**src/rtl/instruction_fetch_stage_pkg.sv**
```systemverilog
// Shared definitions for the instruction fetch stage: FSM states, next-PC
// select codes, reset/increment constants and the word-alignment mask.
package fetch_pkg;

  typedef enum logic [1:0] {
    BOOT  = 2'd0,
    FETCH = 2'd1,
    WAIT  = 2'd2,
    HALT  = 2'd3
  } fetch_state_t;

  typedef enum logic [1:0] {
    SEL_HOLD  = 2'd0,
    SEL_INC   = 2'd1,
    SEL_REDIR = 2'd2,
    SEL_RESET = 2'd3
  } pc_sel_t;

  localparam logic [31:0] RESET_PC_DEFAULT = 32'h0000_0000;
  localparam logic [31:0] PC_INC           = 32'd4;
  localparam logic [31:0] ALIGN_MASK       = 32'hFFFF_FFFC;

  // True when an address is not on a 32-bit word boundary.
  function automatic logic is_misaligned(input logic [31:0] addr);
    return (addr & ~ALIGN_MASK) != 32'd0;
  endfunction

endpackage

```
**src/rtl/instruction_fetch_stage_if.sv**
```systemverilog
// Fetch-stage signal bundle: hazard/redirect controls, instruction memory
// handshake and the IF/ID register outputs. "master" is the fetch stage,
// "slave" is the surrounding pipeline and memory.
interface instruction_fetch_stage_if;

  logic        Stall;
  logic        Redirect;
  logic [31:0] RedirectPC;
  logic [31:0] ImemAddr;
  logic [31:0] ImemRdata;
  logic        ImemReady;
  logic        IfIdValid;
  logic [31:0] IfIdInstr;
  logic [31:0] IfIdPC;
  logic [31:0] IfIdPCPlus4;
  logic        MisalignFault;

  modport master (
    input  Stall, Redirect, RedirectPC, ImemRdata, ImemReady,
    output ImemAddr, IfIdValid, IfIdInstr, IfIdPC, IfIdPCPlus4, MisalignFault
  );

  modport slave (
    output Stall, Redirect, RedirectPC, ImemRdata, ImemReady,
    input  ImemAddr, IfIdValid, IfIdInstr, IfIdPC, IfIdPCPlus4, MisalignFault
  );

endinterface

```
**src/rtl/instruction_fetch_stage_pc_next_sel.sv**
```systemverilog
// Combinational next-PC mux: hold, sequential increment, redirect target or
// reset value. Arithmetic wraps modulo 2^32.
module pc_next_sel
  import fetch_pkg::*;
(
  input  pc_sel_t     sel,
  input  logic [31:0] pc,
  input  logic [31:0] redirect_pc,
  input  logic [31:0] reset_pc,
  output logic [31:0] next_pc
);

  // Select the PC value to be loaded on the next edge.
  always_comb begin
    next_pc = pc;
    case (sel)
      SEL_INC:   next_pc = pc + PC_INC;
      SEL_REDIR: next_pc = redirect_pc;
      SEL_RESET: next_pc = reset_pc;
      default:   next_pc = pc;
    endcase
  end

endmodule

```
**src/rtl/instruction_fetch_stage.sv**
```systemverilog
// MIPS instruction fetch stage: owns the PC, issues instruction-memory reads
// with a ready handshake and fills the IF/ID register. Honours hazard stalls
// and execute-stage redirects (redirect wins over stall).
// Optional feature macro: FETCH_MISALIGN_TRAP_EN -- when defined, a redirect to
// a non-word-aligned target raises a sticky MisalignFault and parks the stage
// in HALT until reset; when undefined, redirect targets are word-aligned.
module instruction_fetch_stage
  import fetch_pkg::*;
#(
  parameter logic [31:0] RESET_PC = RESET_PC_DEFAULT
) (
  input  logic                      Clk,
  input  logic                      Rst,
  instruction_fetch_stage_if.master fif
);

  fetch_state_t state_q;
  pc_sel_t      pc_sel;
  logic [31:0]  pc_p0;
  logic [31:0]  pc_next;
  logic [31:0]  redir_tgt;
  logic         vld_p1;
  logic [31:0]  instr_p1;
  logic [31:0]  pc_p1;
  logic [31:0]  pc4_p1;
  logic         fault_q;

`ifdef FETCH_MISALIGN_TRAP_EN
  // Faulting targets are kept unaligned so the debugger sees the bad address.
  assign redir_tgt = fif.RedirectPC;
`else
  assign redir_tgt = fif.RedirectPC & ALIGN_MASK;
`endif

  // Choose the next-PC source from state and the prioritised controls.
  always_comb begin
    pc_sel = SEL_HOLD;
    if (Rst) begin
      pc_sel = SEL_RESET;
    end else if (state_q == FETCH || state_q == WAIT) begin
      if (fif.Redirect)       pc_sel = SEL_REDIR;
      else if (fif.Stall)     pc_sel = SEL_HOLD;
      else if (fif.ImemReady) pc_sel = SEL_INC;
      else                    pc_sel = SEL_HOLD;
    end
  end

  pc_next_sel u_pc_next_sel (
    .sel         (pc_sel),
    .pc          (pc_p0),
    .redirect_pc (redir_tgt),
    .reset_pc    (RESET_PC),
    .next_pc     (pc_next)
  );

  // PC register; reset reaches it through the SEL_RESET mux leg.
  always_ff @(posedge Clk) begin
    pc_p0 <= pc_next;
  end

  // Fetch FSM and IF/ID register.
  always_ff @(posedge Clk) begin
    if (Rst) begin
      state_q  <= BOOT;
      vld_p1   <= 1'b0;
      instr_p1 <= '0;
      pc_p1    <= '0;
      pc4_p1   <= '0;
      fault_q  <= 1'b0;
    end else begin
      case (state_q)
        BOOT: state_q <= FETCH;
        FETCH, WAIT: begin
          if (fif.Redirect) begin
            vld_p1  <= 1'b0;
            state_q <= FETCH;
`ifdef FETCH_MISALIGN_TRAP_EN
            if (is_misaligned(fif.RedirectPC)) begin
              fault_q <= 1'b1;
              state_q <= HALT;
            end
`endif
          end else if (fif.Stall) begin
            state_q <= state_q;
          end else if (fif.ImemReady) begin
            instr_p1 <= fif.ImemRdata;
            pc_p1    <= pc_p0;
            pc4_p1   <= pc_p0 + PC_INC;
            vld_p1   <= 1'b1;
            state_q  <= FETCH;
          end else begin
            vld_p1  <= 1'b0;
            state_q <= WAIT;
          end
        end
        default: state_q <= HALT;
      endcase
    end
  end

  assign fif.ImemAddr    = pc_p0;
  assign fif.IfIdValid   = vld_p1;
  assign fif.IfIdInstr   = instr_p1;
  assign fif.IfIdPC      = pc_p1;
  assign fif.IfIdPCPlus4 = pc4_p1;
`ifdef FETCH_MISALIGN_TRAP_EN
  assign fif.MisalignFault = fault_q;
`else
  assign fif.MisalignFault = 1'b0;
`endif

endmodule

```
**src/flat_wrapper.sv**
```systemverilog
// flat-port wrapper written by rule: the top's interface ports become plain ports
module instruction_fetch_stage_flat import fetch_pkg::*;
#(
  parameter logic [31:0] RESET_PC = RESET_PC_DEFAULT
)
  (Clk, Rst, fif_Stall, fif_Redirect, fif_RedirectPC, fif_ImemRdata, fif_ImemReady, fif_ImemAddr, fif_IfIdValid, fif_IfIdInstr, fif_IfIdPC, fif_IfIdPCPlus4, fif_MisalignFault);
  instruction_fetch_stage_if fif_i ();
  input  logic Clk;
  input  logic Rst;
  input wire logic [$bits(fif_i.Stall)-1:0] fif_Stall;
  input wire logic [$bits(fif_i.Redirect)-1:0] fif_Redirect;
  input wire logic [$bits(fif_i.RedirectPC)-1:0] fif_RedirectPC;
  input wire logic [$bits(fif_i.ImemRdata)-1:0] fif_ImemRdata;
  input wire logic [$bits(fif_i.ImemReady)-1:0] fif_ImemReady;
  output wire logic [$bits(fif_i.ImemAddr)-1:0] fif_ImemAddr;
  output wire logic [$bits(fif_i.IfIdValid)-1:0] fif_IfIdValid;
  output wire logic [$bits(fif_i.IfIdInstr)-1:0] fif_IfIdInstr;
  output wire logic [$bits(fif_i.IfIdPC)-1:0] fif_IfIdPC;
  output wire logic [$bits(fif_i.IfIdPCPlus4)-1:0] fif_IfIdPCPlus4;
  output wire logic [$bits(fif_i.MisalignFault)-1:0] fif_MisalignFault;
  assign fif_i.Stall = fif_Stall;
  assign fif_i.Redirect = fif_Redirect;
  assign fif_i.RedirectPC = fif_RedirectPC;
  assign fif_i.ImemRdata = fif_ImemRdata;
  assign fif_i.ImemReady = fif_ImemReady;
  assign fif_ImemAddr = fif_i.ImemAddr;
  assign fif_IfIdValid = fif_i.IfIdValid;
  assign fif_IfIdInstr = fif_i.IfIdInstr;
  assign fif_IfIdPC = fif_i.IfIdPC;
  assign fif_IfIdPCPlus4 = fif_i.IfIdPCPlus4;
  assign fif_MisalignFault = fif_i.MisalignFault;
  instruction_fetch_stage #(.RESET_PC(RESET_PC)) u_core (.Clk(Clk), .Rst(Rst), .fif(fif_i));
endmodule
```
**config.mk**
```make
export PLATFORM = sky130hd
export DESIGN_NAME = instruction_fetch_stage_flat
export DESIGN_NICKNAME = d
export VERILOG_FILES = /design/src/rtl/instruction_fetch_stage_pkg.sv /design/src/rtl/instruction_fetch_stage_if.sv /design/src/rtl/instruction_fetch_stage_pc_next_sel.sv /design/src/rtl/instruction_fetch_stage.sv /design/src/flat_wrapper.sv
export SDC_FILE = /design/constraint.sdc
export NUM_CORES = 1
export LEC_CHECK = 0
export ABC_CLOCK_PERIOD_IN_PS = 3700
export CAP_MARGIN = 40
export CORE_MARGIN = 3
export CORE_UTILIZATION = 45
export CTS_CLUSTER_DIAMETER = 200
export DETAILED_ROUTE_END_ITERATION = 8
export PLACE_DENSITY = 0.82
export SLEW_MARGIN = 20
export SYNTH_ARGS = -nofsm -noshare
export SYNTH_HDL_FRONTEND = slang
export SYNTH_SLANG_ARGS = --single-unit
```
**constraint.sdc**
```tcl
create_clock -name Clk -period 3.7 [get_ports Clk]
set_input_delay 0.74 -clock Clk [delete_from_list [all_inputs] [get_ports Clk]]
set_output_delay 0.74 -clock Clk [all_outputs]
set_load 0.02 [all_outputs]
```
Word-level counts from Yosys, hierarchy flattened
Cells that the tools add are included.
{ "word_totals": {"word_cells": 35, "reg_bits": 131} }
{ "classes": {"bitwise_logic": 2, "reduce_logical": 6, "n_mux": 13, "add_sub_neg": 1, "eq_ne": 7} }
{ "ops": {"columns": ["op", "n"], "rows": [
  ["$pmux W32 S3", 1],
  ["$add A32 B3 Y32 const B", 1],
  ["$mux W2", 7],
  ["$eq A2 B2 Y1 const B", 3],
  ["$eq A2 B1 Y1 const B", 2],
  ["$mux W1", 4],
  ["$pmux W2 S2", 1],
  ["$reduce_and A4 Y1", 1],
  ["$ne A3 B3 Y1 const B", 1],
  ["$reduce_bool A3 Y1", 1],
  ["$logic_not A2 Y1", 1],
  ["$ne A2 B1 Y1 const B", 1],
  ["$not A1 Y1", 2],
  ["$reduce_and A2 Y1", 1],
  ["$reduce_or A2 Y1", 1],
  ["$logic_or A1 B1 Y1", 1]
]} }

Depth between registers and ports, before layout
Gate-level depths: netlist (run 1).
{ "depth": {"depth_word": 7, "depth_mapped": 9, "ltp_nobuf": 6} }

By module
From an unflattened synthesis (run 1), not the netlist that was laid out.
{ "hier_totals": {"cells_unflattened": 795, "hier_area_um2": 6192.2} }
{ "by_module_without_submodules": {"columns": ["mod", "n_inst", "seq_area_each_um2", "cells_per_inst", "area_per_inst_um2"], "rows": [
  ["instruction_fetch_stage", 1, 2582.5, 552, 4700.8],
  ["pc_next_sel", 1, 0.0, 243, 1491.4]
]} }

Least setup slack after synthesis (run 1)
Ideal clock, no wire load.
{ "synth_path": {"kind": "input-to-reg", "from": "input port fif_Redirect", "to": "register u_core.pc_p0[10], in the netlist u_core.fif.ImemAddr[10], enable pin", "arrival_ps": 2293, "setup_ps": 464, "slack_ps": 942, "path_buffers": 3, "path_stages": 5, "path_cell_list": "clkbuf_1 -> nand4bb_1 -> clkbuf_1 -> clkbuf_1 -> nand2_1"} }
{ "synth_between": {"elab_chain_len": 5, "word_cells_on_any_way": 7} }
{ "synth_lines": {"columns": ["element", "line_no", "text"], "rows": [
  ["start, declared", "flat_wrapper.sv:11", "input wire logic [$bits(fif_i.Redirect)-1:0] fif_Redirect;"],
  ["$mux W2 (*)", "instruction_fetch_stage.sv:41", "if (fif.Redirect) pc_sel = SEL_REDIR;"],
  ["$mux W2 (*)", "instruction_fetch_stage.sv:40", "end else if (state_q == FETCH || state_q == WAIT) begin"],
  ["$mux W2 (*)", "instruction_fetch_stage.sv:38", "if (Rst) begin"],
  ["$eq A2 B2 Y1 or $eq A2 B1 Y1 (tied branches)", "instruction_fetch_stage_pc_next_sel.sv:16", "case (sel)"],
  ["$reduce_bool A3 Y1 (no line) (*)", null, null],
  ["end signal, assigned", "instruction_fetch_stage.sv:58", "pc_p0 <= pc_next;"],
  ["end, declared", "instruction_fetch_stage.sv:19", "logic [31:0] pc_p0;"]
]} }
Every way passes the cells marked *; elsewhere a longest branch is shown, timed or not.
A chain may end at the register's enable or synchronous reset.

Worst setup path in the final report (run 1)
{ "layout_path": {"from": "register u_core.pc_p0[8], in the netlist u_core.fif.ImemAddr[8]", "to": "register u_core.pc_p0[22], in the netlist u_core.fif.ImemAddr[22] (data pin)"} }
{ "layout_between": {"elab_chain_len": 2} }
{ "layout_lines": {"columns": ["element", "line_no", "text"], "rows": [
  ["$add A32 B3 Y32", "instruction_fetch_stage_pc_next_sel.sv:17", "SEL_INC: next_pc = pc + PC_INC;"],
  ["$pmux W32 S3", "instruction_fetch_stage_pc_next_sel.sv:16", null],
  ["named net u_core.pc_next[22]", "instruction_fetch_stage.sv:20", "logic [31:0] pc_next;"]
]} }
The timed path passes the listed nets, and every way through them passes these cells.

==> reports/qor.csv, run 1 <==
metric,value,unit
register area share after synthesis,50.0,%
Hold Crit Class,flip-flop to flip-flop,
grt total ovfl,0,
total chip power,5610,uW
remaining routing DRC violations,0,
cells along the critical path,nand2_1 > or4_1 > o311a_1 > a221o_1,
power per unit of standard cell area,685,nW/um^2
wire per inst,17.3,um
total clock buffers created by CTS,17,
maximum count of clock buffers along a single path,2,
worst max-slew margin expressed relative to the limit,47.0,%
"leading cell type in the layout, fill and taps excluded",clkdlybuf4s50_1,
area enclosed by the die boundary,13800,um^2
x dimension of the die,118,um
max-slew violation count,0,
insertion delay to the later sink of the worst-skew pair,0.42,ns
run status,"finished, final reports clean",
height of the chip,118,um
worst endpoint data arrival time,2.84,ns
Critical Path Sink Type,flip-flop,
initial antenna violation count,0,
most used cells in the layout excluding fill and tap cells,"clkdlybuf4s50_1, nand2_1, dfxtp_1, a21oi_1, nor2_1",
cell area after layout,8200,um^2
maximum number of pins on one net before global-route repair,114,
maximum vdd drop,353,uV
Synth Flop Type,dfxtp_1,
H-tree levels,4,
total of buffers placed on input and output ports,189,
fmax,376,MHz
fin crit period,2.66,ns
"slowest stage delay, CP",0.92,ns
kind of start point of the critical path,flip-flop,
initial detailed-routing violation count,599,
Placement Rows,40,
share of layout cells above drive strength 1,5.58,%
effective utilization at floorplan,46.3,%
diode count,0,
TritonCTS clock tree,built,
buffers inserted during post-CTS setup optimization,0,
"Hold-fix buffers, CTS",0,
setup TNS,0,ns
final number of setup-violating endpoints,0,
RePlAce Congestion,0.818,
clk sinks,125,
flop and latch count out of synthesis,125,
number of unique standard cell types used by synthesis,54,
cell taking the most area after synthesis,dfxtp_1,
Met2 Wirelength,8510,um
hold depth,2,
Mapped Area,5610,um^2
worst-case clock skew,0.0102,ns
total buffers and inverters traversed by the critical path,0,
M1 wire length,6900,um
Tot GR Track Use,24.9,%
cell count after placement,978,
number of nets in the finished design,901,
layout overhead on the synthesized area,46.2,%
Crit-path slowest cell,or4_1,
required arrival time at the worst endpoint,3.88,ns
main area contributors after synthesis,"dfxtp_1, edfxtp_1, nand2_1",
number of global-route vias before repair,5453,
number of enable flip-flop cells after synthesis,30,
count of cells along the worst register-to-register path,4,
share of Yosys cell area claimed by the top area cell type,33.9,%
max layer used,met4,
final number of hold-violating endpoints,0,
ANT nets after route,0,
detailed placer's ending HPWL,11700,um
worst slack on hold paths,0.450,ns
detailed-route via count,5654,
Pleak,0.00277,uW
first-pass GRT wire length,27900,um
number of warnings reported in the yosys synthesis log,0,
RSZ-0062 raised after global routing,false,
crit share post-route,72.0,%
Max Cap Violations,0,
number of optimization iterations in the first detailed-route pass,5,
crit-path leading delay family,simple AND/OR/NAND/NOR gates,
share of synthesized registers carrying an async set or reset,0,%
routed wl met3,1660,um
Worst path depth,4,
maximum fanout count along the critical path,25,
average vias per placed instance,5.60,
number of non-filler instances in the completed layout,1010,
clock transition at the registers of the reported paths,0.06,ns
area of the core,12100,um^2
Root Driver,clkbuf_16,
Setup Crit Path Kind,flip-flop to flip-flop,
Synth Instances,666,
drt total wl,17500,um
post-cts resize count,0,
standard cell area after detailed placement,7600,um^2
I/O pin cnt,199,
syn avg cell area,8.42,um^2
transition time at the pin with the least slew margin,0.795,ns
## sequential cells by signal (all words and copies together), names as in the netlist
name	flops
u_core.state_q	2
u_core.fif.IfIdInstr	32
u_core.fif.ImemAddr	30
u_core.fif.IfIdValid	1
u_core.fif.IfIdPCPlus4	30
u_core.fif.IfIdPC	30
## per-layer routing
metal,track usage (%),vias up
met3,7.93,44
met4,9.96,0
li1,-,2686
met2,41.0,289
met1,30.3,2635
met5,0,-
## area by class of cell
cell class | count | area (um^2)
multi-input cells | 478 | 2570
flip-flops and latches | 125 | 2800
well taps | 168 | 210
fillers | 977 | 3910
inverters | 7 | 26.3
repair buffers | 200 | 1990
clock inverters | 6 | 80.1
clock buffers | 26 | 520
## worst paths after layout
kind | to | start | slack [ns]
hold / removal | u_core.fif.IfIdInstr[12] | u_core.fif.IfIdInstr[12] | 0.45
setup reg to reg | u_core.fif.ImemAddr[22] | u_core.fif.ImemAddr[8] | 1.04
hold reg to reg | u_core.fif.IfIdInstr[12] | u_core.fif.IfIdInstr[12] | 0.45
setup / recovery | u_core.fif.ImemAddr[22] | u_core.fif.ImemAddr[8] | 1.04
## through the flow
step / setup WS, ns / utilization (%)
after CTS: 1.07 / 67.7
after floorplan: 0.942 / -
after global placement: 0.853 / 62.6
final: 1.04 / 67.7
after detailed placement: 0.782 / 62.7
after global routing: 0.901 / 67.7
## kinds of logic (layout without fill, tap and decap cells)
group	Yosys count	in the layout	share of synthesized area, %
compound gates	143	143	15.9
simple gates	311	311	25.9
fa+ha+maj	3	3	0.669
buf+inv	69	239	5.27
flops	125	125	50.0
other cells	1	7	0.0669
xor+xnor	13	13	2.03
mux	1	1	0.178
## tightest hold or removal path, stage by stage (launching register included)
cell and delay [ns]:
dfxtp_1 0.30, nand2_1 0.05, a21oi_1 0.05
## where the power goes
part	internal [uW]	switching (uW)	leakage [uW]	total [uW]
clock	1100	589	0.000299	1690
sequential	1740	410	0.00108	2150
combinational	777	997	0.00139	1770
total	3620	2000	0.00277	5610
## cells in the mapped netlist, types with 2 or more instances
master       n
a211o_1      4
nor4b_1      3
or2_2        2
nor3_1      12
nor2_1      43
nand3b_1     3
nand2_1    164
nand3_1     21
o41ai_1      2
o31ai_1      2
a22oi_1      2
dfxtp_1     95
nand4_1     16
and3_1       4
o311ai_0     3
and2_0       2
xor2_1       9
inv_1        7
a311oi_1     9
and4_1       4
or3_1        5
nor3b_1      2
xnor2_1      4
edfxtp_1    30
a21oi_1     69
nor4_1      14
buf_4        7
o21ai_0     18
a211oi_1    14
a221o_1      2
or4_1       11
o211ai_1     7
ha_1         3
clkbuf_1    51
a22o_1       2
a2bb2oi_1    2
Note: power is estimated with default switching activity, not from simulation.
==> run 2: changes to the inputs <==
Settings changed: ABC_CLOCK_PERIOD_IN_PS 3700 to 2500.
Clock period 3.7 ns to 2.5 ns, I/O delays scaled along.
==> reports/qor.csv, run 2 (same netlist as run 1, synthesis figures left out) <==
metric,value,unit
fin crit period,2.40,ns
H-tree levels,4,
kind of start point of the critical path,flip-flop,
post-cts resize count,0,
power per unit of standard cell area,1020,nW/um^2
TritonCTS clock tree,built,
cells along the critical path,nand4_4 > or4_1 > buf_4 > o41ai_1 > a311oi_1,
"leading cell type in the layout, fill and taps excluded",clkdlybuf4s50_1,
effective utilization at floorplan,46.3,%
maximum number of pins on one net before global-route repair,59,
fmax,417,MHz
initial detailed-routing violation count,717,
total chip power,8640,uW
I/O pin cnt,199,
total clock buffers created by CTS,17,
Worst path depth,5,
worst-case clock skew,0.00823,ns
insertion delay to the later sink of the worst-skew pair,0.42,ns
RePlAce Congestion,0.846,
share of layout cells above drive strength 1,8.94,%
maximum vdd drop,528,uV
clock transition at the registers of the reported paths,0.05,ns
Critical Path Sink Type,flip-flop,
"Hold-fix buffers, CTS",0,
number of global-route vias before repair,5751,
area of the core,12100,um^2
maximum fanout count along the critical path,14,
average vias per placed instance,5.60,
required arrival time at the worst endpoint,2.77,ns
Crit-path slowest cell,or4_1,
crit-path leading delay family,simple AND/OR/NAND/NOR gates,
transition time at the pin with the least slew margin,0.663,ns
run status,"finished, final reports clean",
most used cells in the layout excluding fill and tap cells,"clkdlybuf4s50_1, nand2_1, dfxtp_1, a21oi_1, nor2_1",
number of nets in the finished design,931,
max-slew violation count,0,
first-pass GRT wire length,29600,um
setup TNS,0,ns
"slowest stage delay, CP",0.74,ns
Hold Crit Class,flip-flop to flip-flop,
total of buffers placed on input and output ports,189,
height of the chip,118,um
detailed placer's ending HPWL,12600,um
count of cells along the worst register-to-register path,5,
layout overhead on the synthesized area,51.3,%
area enclosed by the die boundary,13800,um^2
grt total ovfl,0,
worst endpoint data arrival time,2.67,ns
Setup Crit Path Kind,flip-flop to flip-flop,
Tot GR Track Use,26.2,%
destination of the critical timing path,u_core.fif.IfIdPCPlus4[24],
clk sinks,125,
diode count,0,
Root Driver,clkbuf_16,
Worst Setup SP,u_core.fif.ImemAddr[7],
initial antenna violation count,0,
wire per inst,17.5,um
ANT nets after route,0,
RSZ-0062 raised after global routing,false,
detailed-route via count,5825,
maximum count of clock buffers along a single path,2,
final number of hold-violating endpoints,0,
Reg2Reg Capture Point,u_core.fif.IfIdPCPlus4[24],
max reg flops,32,
x dimension of the die,118,um
Max Cap Violations,0,
remaining routing DRC violations,0,
buffers inserted during post-CTS setup optimization,0,
Pleak,0.00294,uW
drt total wl,18200,um
worst max-slew margin expressed relative to the limit,55.4,%
final number of setup-violating endpoints,0,
reg2reg start,u_core.fif.ImemAddr[7],
Placement Rows,40,
number of optimization iterations in the first detailed-route pass,5,
crit share post-route,95.9,%
total buffers and inverters traversed by the critical path,1,
Register-to-Register Setup Slack,0.10,ns
-- run 2: layout make-up --
| cell class | count | area, um^2 |
|---|---|---|
| clock buffers | 28 | 571 |
| clock inverters | 4 | 45.0 |
| fillers | 926 | 3630 |
| inverters | 7 | 26.3 |
| multi-input cells | 478 | 2570 |
| flip-flops and latches | 125 | 2800 |
| well taps | 168 | 210 |
| repair buffers | 230 | 2260 |
-- run 2: worst min-delay path by stage --
stage	from	endpoint	slack [ns]	depth (start not counted)
6_report	u_core.fif.IfIdInstr[13]	u_core.fif.IfIdInstr[13]	0.45	2
3_3_place_gp	u_core.fif.IfIdInstr[13]	u_core.fif.IfIdInstr[13]	0.44	2
2_1_floorplan	u_core.fif.IfIdInstr[0]	u_core.fif.IfIdInstr[0]	0.53	2
4_1_cts	u_core.fif.IfIdInstr[13]	u_core.fif.IfIdInstr[13]	0.45	2
5_1_grt	u_core.fif.IfIdInstr[1]	u_core.fif.IfIdInstr[1]	0.47	2
3_5_place_dp	u_core.fif.IfIdInstr[1]	u_core.fif.IfIdInstr[1]	0.45	2
-- run 2: per-layer routing --
metal  part of all wire, %  routed length (um)  vias up  global-route usage [%]
met5                     0                   0        -                       0
met3                   9.8                1790       60                    8.07
met2                    48                8780      334                    44.1
li1                      -                   -     2738                       -
met4                   3.7                 677        0                    12.8
met1                    38                6940     2693                    30.4
-- run 2: metrics by stage --
stage	instance area (um^2)	hold slack (ns)	cells	setup WS, ns	util [%]
2_1_floorplan	5630	0.535	672	0.208	-
3_3_place_gp	7870	0.441	1008	0.225	65.0
3_5_place_dp	7870	0.446	1008	0.153	65.0
4_1_cts	8480	0.453	1040	0.155	70.0
5_1_grt	8480	0.473	1040	0.0200	70.0
6_report	8480	0.452	1040	0.103	70.0
-- run 2: power by group --
part	internal, uW	switching, uW
clock	1650	877
combinational	1360	1750
sequential	2570	423
total	5590	3050
-- run 2: worst min-delay path: stages (launching register included) --
cell	delay [ns]
dfxtp_1	0.30
nand2_1	0.05
a21oi_1	0.05
